<file path="src/rtl/stack_seq_ctrl_if.sv">
// Command/response handshake bundle for stack_seq_ctrl.
// master drives commands and consumes responses; slave is the controller.
interface stack_seq_ctrl_if #(
  parameter int unsigned W = 8
);
  logic         cmd_valid;
  logic         cmd_ready;
  logic [2:0]   cmd_op;
  logic [W-1:0] cmd_data;
  logic         rsp_valid;
  logic         rsp_ready;
  logic [W-1:0] rsp_data;
  logic         rsp_err;

  modport master (
    output cmd_valid, cmd_op, cmd_data, rsp_ready,
    input  cmd_ready, rsp_valid, rsp_data, rsp_err
  );

  modport slave (
    input  cmd_valid, cmd_op, cmd_data, rsp_ready,
    output cmd_ready, rsp_valid, rsp_data, rsp_err
  );
endinterface

</file>
<file path="src/rtl/stack_seq_ctrl.sv">
// Sequencer that executes stack-machine commands against an external stack
// through single-cycle tos/pop/push strobes, one command at a time.
module stack_seq_ctrl #(
  parameter int unsigned W     = 8,
  parameter int unsigned DEPTH = 8
) (
  input  logic              clk,
  input  logic              rst_n,
  stack_seq_ctrl_if.slave   bus,
  output logic              stk_push,
  output logic              stk_pop,
  output logic              stk_tos,
  output logic [W-1:0]      stk_din,
  input  logic [W-1:0]      stk_dout,
  output logic [3:0]        depth
);

  typedef enum logic [2:0] {
    OpPush, OpPop, OpAdd, OpSub, OpAnd, OpOr, OpNot, OpDup
  } op_e;

  typedef enum logic [2:0] {
    StIdle, StTosA, StPopA, StTosB, StPopB, StExec, StPushR, StResp
  } state_e;

  state_e       state_q, state_d;
  op_e          op_q, op_d;
  logic [W-1:0] a_q, a_d, b_q, b_d, r_q, r_d;
  logic         err_q, err_d;
  logic [3:0]   depth_q, depth_d;
  logic         rdy_q;
  logic         under, over;

  // rdy_q holds cmd_ready low until the first edge after reset release.
  always_ff @(posedge clk or negedge rst_n) begin
    if (!rst_n) begin
      state_q <= StIdle;
      op_q    <= OpPush;
      a_q     <= '0;
      b_q     <= '0;
      r_q     <= '0;
      err_q   <= 1'b0;
      depth_q <= 4'd0;
      rdy_q   <= 1'b0;
    end else begin
      state_q <= state_d;
      op_q    <= op_d;
      a_q     <= a_d;
      b_q     <= b_d;
      r_q     <= r_d;
      err_q   <= err_d;
      depth_q <= depth_d;
      rdy_q   <= 1'b1;
    end
  end

  always_comb begin
    under = 1'b0;
    over  = 1'b0;
    unique case (op_e'(bus.cmd_op))
      OpPush:       over  = (depth_q == 4'(DEPTH));
      OpPop, OpNot: under = (depth_q == 4'd0);
      OpDup: begin
        under = (depth_q == 4'd0);
        over  = (depth_q == 4'(DEPTH));
      end
      default:      under = (depth_q < 4'd2);
    endcase

    state_d = state_q;
    op_d    = op_q;
    a_d     = a_q;
    b_d     = b_q;
    r_d     = r_q;
    err_d   = err_q;
    depth_d = depth_q;

    unique case (state_q)
      StIdle: begin
        if (bus.cmd_valid && rdy_q) begin
          op_d  = op_e'(bus.cmd_op);
          r_d   = bus.cmd_data;
          err_d = under || over;
          if (under || over)                    state_d = StResp;
          else if (op_e'(bus.cmd_op) == OpPush) state_d = StPushR;
          else                                  state_d = StTosA;
        end
      end
      StTosA: state_d = StPopA;
      StPopA: begin
        // r also takes A so POP and DUP respond/push it without an EXEC step.
        a_d = stk_dout;
        r_d = stk_dout;
        if (op_q != OpDup) depth_d = depth_q - 4'd1;
        unique case (op_q)
          OpPop:   state_d = StResp;
          OpDup:   state_d = StPushR;
          OpNot:   state_d = StExec;
          default: state_d = StTosB;
        endcase
      end
      StTosB: state_d = StPopB;
      StPopB: begin
        b_d     = stk_dout;
        depth_d = depth_q - 4'd1;
        state_d = StExec;
      end
      StExec: begin
        unique case (op_q)
          OpAdd:   r_d = b_q + a_q;
          OpSub:   r_d = b_q - a_q;
          OpAnd:   r_d = b_q & a_q;
          OpOr:    r_d = b_q | a_q;
          OpNot:   r_d = ~a_q;
          default: r_d = r_q;
        endcase
        state_d = StPushR;
      end
      StPushR: begin
        depth_d = depth_q + 4'd1;
        state_d = StResp;
      end
      StResp: if (bus.rsp_ready) state_d = StIdle;
      default: state_d = StIdle;
    endcase
  end

  always_comb begin
    bus.cmd_ready = (state_q == StIdle) && rdy_q;
    bus.rsp_valid = (state_q == StResp);
    bus.rsp_err   = (state_q == StResp) && err_q;
    bus.rsp_data  = ((state_q == StResp) && !err_q) ? r_q : '0;
    stk_tos       = (state_q == StTosA) || (state_q == StTosB);
    stk_pop       = (state_q == StPopB) || ((state_q == StPopA) && (op_q != OpDup));
    stk_push      = (state_q == StPushR);
    stk_din       = (state_q == StPushR) ? r_q : '0;
    depth         = depth_q;
  end

endmodule

</file>
<file path="src/flat_wrapper.sv">
// flat-port wrapper written by rule: the top's interface ports become plain ports
module stack_seq_ctrl_flat 
#(
  parameter int unsigned W     = 8,
  parameter int unsigned DEPTH = 8
)
  (clk, rst_n, stk_push, stk_pop, stk_tos, stk_din, stk_dout, depth, bus_cmd_valid, bus_cmd_op, bus_cmd_data, bus_rsp_ready, bus_cmd_ready, bus_rsp_valid, bus_rsp_data, bus_rsp_err);
  stack_seq_ctrl_if #(.W(W)) bus_i ();
  input  logic clk;
  input  logic rst_n;
  output logic stk_push;
  output logic stk_pop;
  output logic stk_tos;
  output logic [W-1:0] stk_din;
  input  logic [W-1:0] stk_dout;
  output logic [3:0] depth;
  input wire logic [$bits(bus_i.cmd_valid)-1:0] bus_cmd_valid;
  input wire logic [$bits(bus_i.cmd_op)-1:0] bus_cmd_op;
  input wire logic [$bits(bus_i.cmd_data)-1:0] bus_cmd_data;
  input wire logic [$bits(bus_i.rsp_ready)-1:0] bus_rsp_ready;
  output wire logic [$bits(bus_i.cmd_ready)-1:0] bus_cmd_ready;
  output wire logic [$bits(bus_i.rsp_valid)-1:0] bus_rsp_valid;
  output wire logic [$bits(bus_i.rsp_data)-1:0] bus_rsp_data;
  output wire logic [$bits(bus_i.rsp_err)-1:0] bus_rsp_err;
  assign bus_i.cmd_valid = bus_cmd_valid;
  assign bus_i.cmd_op = bus_cmd_op;
  assign bus_i.cmd_data = bus_cmd_data;
  assign bus_i.rsp_ready = bus_rsp_ready;
  assign bus_cmd_ready = bus_i.cmd_ready;
  assign bus_rsp_valid = bus_i.rsp_valid;
  assign bus_rsp_data = bus_i.rsp_data;
  assign bus_rsp_err = bus_i.rsp_err;
  stack_seq_ctrl #(.W(W), .DEPTH(DEPTH)) u_core (.clk(clk), .rst_n(rst_n), .bus(bus_i), .stk_push(stk_push), .stk_pop(stk_pop), .stk_tos(stk_tos), .stk_din(stk_din), .stk_dout(stk_dout), .depth(depth));
endmodule
</file>
<file path="config.mk">
export PLATFORM = sky130hd
export DESIGN_NAME = stack_seq_ctrl_flat
export DESIGN_NICKNAME = d
export VERILOG_FILES = /design/src/rtl/stack_seq_ctrl_if.sv /design/src/rtl/stack_seq_ctrl.sv /design/src/flat_wrapper.sv
export SDC_FILE = /design/constraint.sdc
export NUM_CORES = 1
export LEC_CHECK = 0
export BUFFER_PORTS_ARGS = -buffer_cell sky130_fd_sc_hd__buf_4
export CAP_MARGIN = 15
export CELL_PAD_IN_SITES_DETAIL_PLACEMENT = 1
export CELL_PAD_IN_SITES_GLOBAL_PLACEMENT = 1
export CORE_ASPECT_RATIO = 0.9
export CORE_MARGIN = 5
export CORE_UTILIZATION = 38
export DETAILED_ROUTE_END_ITERATION = 10
export PLACE_DENSITY = 0.79
export SYNTH_ARGS = -nofsm -noshare
export SYNTH_HDL_FRONTEND = slang
export SYNTH_SLANG_ARGS = --single-unit
</file>
<file path="constraint.sdc">
create_clock -name clk -period 2.4 [get_ports clk]
set_input_delay 0.72 -clock clk [delete_from_list [all_inputs] [get_ports clk]]
set_output_delay 0.72 -clock clk [all_outputs]
set_load 0.1 [all_outputs]
</file>
# --- Yosys cells after proc, flatten, opt, wreduce, memory -nomap -nowiden ---
# Cells that the tools add are included.
op_classes:
  bitwise_logic: 3
  magnitude_cmp: 1
  n_eq_ne: 23
  add_sub_neg: 4
  n_reduce_logical: 20
  n_mux: 15
ops:
  columns: ["operator", "n"]
  rows:
  - ["$pmux W8 S5", 1]
  - ["$eq A3 B3 Y1 const B", 10]
  - ["$mux W8", 3]
  - ["$pmux W3 S8", 1]
  - ["$pmux W8 S3", 1]
  - ["$eq A3 B2 Y1 const B", 4]
  - ["$mux W3", 4]
  - ["$pmux W4 S3", 1]
  - ["$eq A3 B1 Y1 const B", 3]
  - ["$pmux W3 S3", 1]
  - ["$add A8 B8 Y8", 1]
  - ["$and A8 B8 Y8", 1]
  - ["$not A8 Y8", 1]
  - ["$or A8 B8 Y8", 1]
  - ["$sub A8 B8 Y8", 1]
  - ["$logic_not A3 Y1", 2]
  - ["$ne A6 B1 Y1 const B", 1]
  - ["$reduce_and A2 Y1", 3]
  - ["$reduce_bool A3 Y1", 2]
  - ["$logic_and A1 B1 Y1", 5]
  - ["$add A4 B1 Y4 const B", 1]
  - ["$eq A4 B4 Y1 const B", 1]
  - ["$logic_not A4 Y1", 1]
  - ["$lt A4 B2 Y1 const B", 1]
  - ["other kinds (12)", 15]
word_totals:
  output_inout_bits: 26
  ff_bits: 36

# --- Depth between registers and ports, before layout ---
logic_depth:
  depth_word: 7
  ltp_mapped: 12
  depth_no_buf: 12

# --- Least setup slack after synthesis ---
# Ideal clock, no wire load.
synth_timing:
  path_type: "register to output"
  from: "register u_core.state_q[2]"
  to: "output stk_din[0]"
  arrival_ns: 2.925
  path_stages_with_launch: 5
  setup_slack_ns: -1.245
  cell_sequence: "dfrtp_1 buf_2 inv_1 nor3b_2 and2_1"
synth_between:
  elab_chain_cells: 2
synth_lines:
  columns: ["element", "line_no", "source"]
  rows:
  - ["start, declared", "stack_seq_ctrl.sv:26", "state_e state_q, state_d;"]
  - ["start signal, assigned", "stack_seq_ctrl.sv:37", "state_q <= StIdle;"]
  - ["start signal, assigned", "stack_seq_ctrl.sv:46", "state_q <= state_d;"]
  - ["$eq A3 B3 Y1", null, null]
  - ["via stk_push", "flat_wrapper.sv:11", "output logic stk_push;"]
  - ["$mux W8", "stack_seq_ctrl.sv:136", "stk_din = (state_q == StPushR) ? r_q : '0;"]
  - ["end, declared", "flat_wrapper.sv:14", "output logic [W-1:0] stk_din;"]
# The timed path passes the listed nets, and every way through them passes these cells.

# --- Final worst setup path ---
layout_timing:
  from: "register u_core.op_q[0]"
  to: "register u_core.r_q[7]"
layout_between:
  elab_chain_cells: 3
  elab_cells_between_ends: 9
layout_lines:
  columns: ["element", "line_no", "source"]
  rows:
  - ["start, declared", "stack_seq_ctrl.sv:27", "op_e op_q, op_d;"]
  - ["start signal, assigned", "stack_seq_ctrl.sv:38", "op_q <= OpPush;"]
  - ["start signal, assigned", "stack_seq_ctrl.sv:47", "op_q <= op_d;"]
  - ["$eq A3 B3 Y1 or $eq A3 B2 Y1 (tied branches)", "stack_seq_ctrl.sv:109", "unique case (op_q)"]
  - ["$pmux W8 S5 or $ne A6 B1 Y1 (tied branches)", null, null]
  - ["$pmux W8 S3 or $reduce_and A3 Y1 (tied branches)", null, null]
  - ["end signal, assigned", "stack_seq_ctrl.sv:50", "r_q <= r_d;"]
  - ["end, declared", "stack_seq_ctrl.sv:28", "logic [W-1:0] a_q, a_d, b_q, b_d, r_q, r_d;"]
# Several ways; a longest one is shown, not always the timed one.
# A chain may end at the register's enable or synchronous reset.

==> impl_metrics.ini <==
[layout]
final_common_cell = buf_4
final_cell_mix = 65 x buf_4, 37 x nand2_1, 32 x dfrtp_1
final_util = 0.536
fillers = 823
drive_gt1_frac = 0.392
fin_cells = 488
antenna_cells = 0
area_growth_pct = 37.6
fin_nets = 432

[run]
max_cap_viol_count = 0

[worst_hold_path]
hold_class = input port to async pin

[placement]
io_buffer_count = 48
gp_congestion = 0.844
dp_slack_ps = -91.7
hpwl_mm = 6.53
place_inst = 476

[die]
core_um2 = 7000
die_w_um = 99.3
dieArea_um2 = 8970
initial_utilization = 0.389
die_y_um = 90.4
num_rows = 29
ios = 49

[global_route]
grt_pass1_wl_mm = 14.2
grt_max_degree = 37
gr-total-overflow = 0
grt_pass1_vias = 2773
track_usage = 0.197
grt_antenna_before_repair = 0

[synthesis]
synth_top_area_share = 0.330
postSynth.asyncResetShare = 1.00
synth_cell_types = 49
netlist_top_cells_area = dfrtp_1 33%, ha_1 5.5%, nand2_1 5.2%, o21ai_0 5.0%, mux2_2 5.0%
yosys.area.top_type = dfrtp_1
ys.flop_type = dfrtp_1
synthCells = 326
yosys_register_bits = 36
ys_warn_count = 0
synth-edff-count = 0
syn_avg_cell_area_um2 = 8.36
syn_nets = 363
syn_area_um2 = 2730
ys_seq_area_frac = 0.330

[sta]
rsz0062_at_grt = yes
worst_slack_ps = -63.6
period_needed_ps = 2460
setup_violations = 3
hold_ws_ps = 383
slew_headroom = 0.538
drv_slew = 0
finalCritPeriodShare = 1.03
clock-skew-final_ps = 12.2
fmax_mhz = 406
tightest_slew_ps = 691
hold_viol_final = 0

[route]
avgViaCountPerCell = 5.54
wl_per_cell_um = 18.6
drc = 0
dr.pass1.iters = 4
num_vias = 2705
drtAntennaViolNets = 0
drt-initial-drc-count = 101
totalWireLength_mm = 9.07

[critical_path]
cp_data_arrival_time_ps = 2670
start_kind = flip-flop
worst-endpoint-required_ps = 2610
path_class = flip-flop to flip-flop
critPathCaptureType = flip-flop
cp_max_fo = 5

[clock_network]
cts_htree_levels = 2
cts_made_buffers = 5
root_buffer = clkbuf_8
numClockSinks = 36
cts_tree = done
clk_latency_ps = 290
clockBufferDepth = 2
path_clk_slew_ps = 80

[run_status]
violations = setup timing
status = finished, violations left
## synth_stat cells (6+ instances only)
library cell / instances
xnor2_1: 11
inv_1: 10
mux2_2: 12
ha_1: 12
buf_2: 6
mux2i_1: 7
a21oi_1: 22
nor2_1: 34
and2_1: 18
o21ai_0: 27
nand2_1: 38
clkbuf_1: 13
nor2b_1: 9
a31oi_1: 6
dfrtp_1: 36
## timing repair
action,in CTS,in global routing
setup buffers,2,2
resized for setup,20,32
hold endpoints to repair,0,0
hold buffers,0,0
cloned,0,1
endpoints found under the setup margin,20,15
pin swaps,9,13
## layout make-up
class	instances	area, µm²	share of cell area
multi-input combinational	260	1870	0.500
inverter	10	46.3	0.0123
tap	93	116	0.0310
clock inverter	1	5.00	0.00133
sequential	36	906	0.241
timing repair buffer	82	732	0.195
clock buffer	6	72.6	0.0193
## flip-flops by register name, summed over array words and instances (netlist names)
name / count
u_core.err_q: 1
u_core.b_q: 8
u_core.op_q: 3
u_core.a_q: 8
u_core.state_q: 3
u_core.depth: 4
u_core.rdy_q: 1
u_core.r_q: 8
## layer usage
metal,vias to the layer above,GRT usage,part of all wire
met4,0,0.0546,0.010
met2,79,0.321,0.50
met5,-,0,0
met1,1332,0.267,0.43
met3,15,0.0332,0.062
li1,1279,-,-
## critical path, stage by stage, from the launching register on
cell and delay, ps:
dfrtp_1 420, nand2_2 100, nor2_4 150, buf_6 140
nor2_1 50, xnor2_1 120, ha_1 360, o21a_1 210
o31a_1 160, a221oi_2 280, xor2_1 170, nor2_1 60
o31ai_1 180
## logic make-up (layout without fill, tap and decap cells)
kind of cell | after synthesis | after routing | synth area share
AO/OA/AOI/OAI | 86 | 86 | 0.203
XOR/XNOR | 14 | 14 | 0.0450
adder cells (fa/ha/maj) | 16 | 16 | 0.0771
buffers and inverters | 30 | 99 | 0.0468
flip-flops | 36 | 36 | 0.330
multiplexers | 19 | 19 | 0.0753
other | 1 | 1 | 0.00138
AND/OR/NAND/NOR | 124 | 124 | 0.221
## final timing paths
path / to / startpoint / cells past startpoint / slack (ps)
setup reg to reg: u_core.r_q[7] / u_core.op_q[0] / 12 / -60
max in group asynchronous: u_core.op_q[1] / rst_n / 1 / 1650
min in group clk: u_core.b_q[3] / u_core.b_q[3] / 1 / 550
hold / removal: u_core.depth[1] / rst_n / 1 / 380
hold reg to reg: u_core.b_q[3] / u_core.b_q[3] / 1 / 550
setup / recovery: u_core.r_q[7] / u_core.op_q[0] / 12 / -60
## through the flow
| stage | setup TNS (ps) | instance area [µm²] |
|---|---|---|
| finish | -116 | 3750 |
| global route | -711 | 3750 |
| detailed placement | -215 | 3420 |
| floorplan | -4070 | 2840 |
| global placement | -48.5 | 3420 |
| CTS | -76.4 | 3590 |
Power is left out: the tool's default activity adds up to more than one toggle a clock period on the data nets, which glitch-free logic cannot reach.
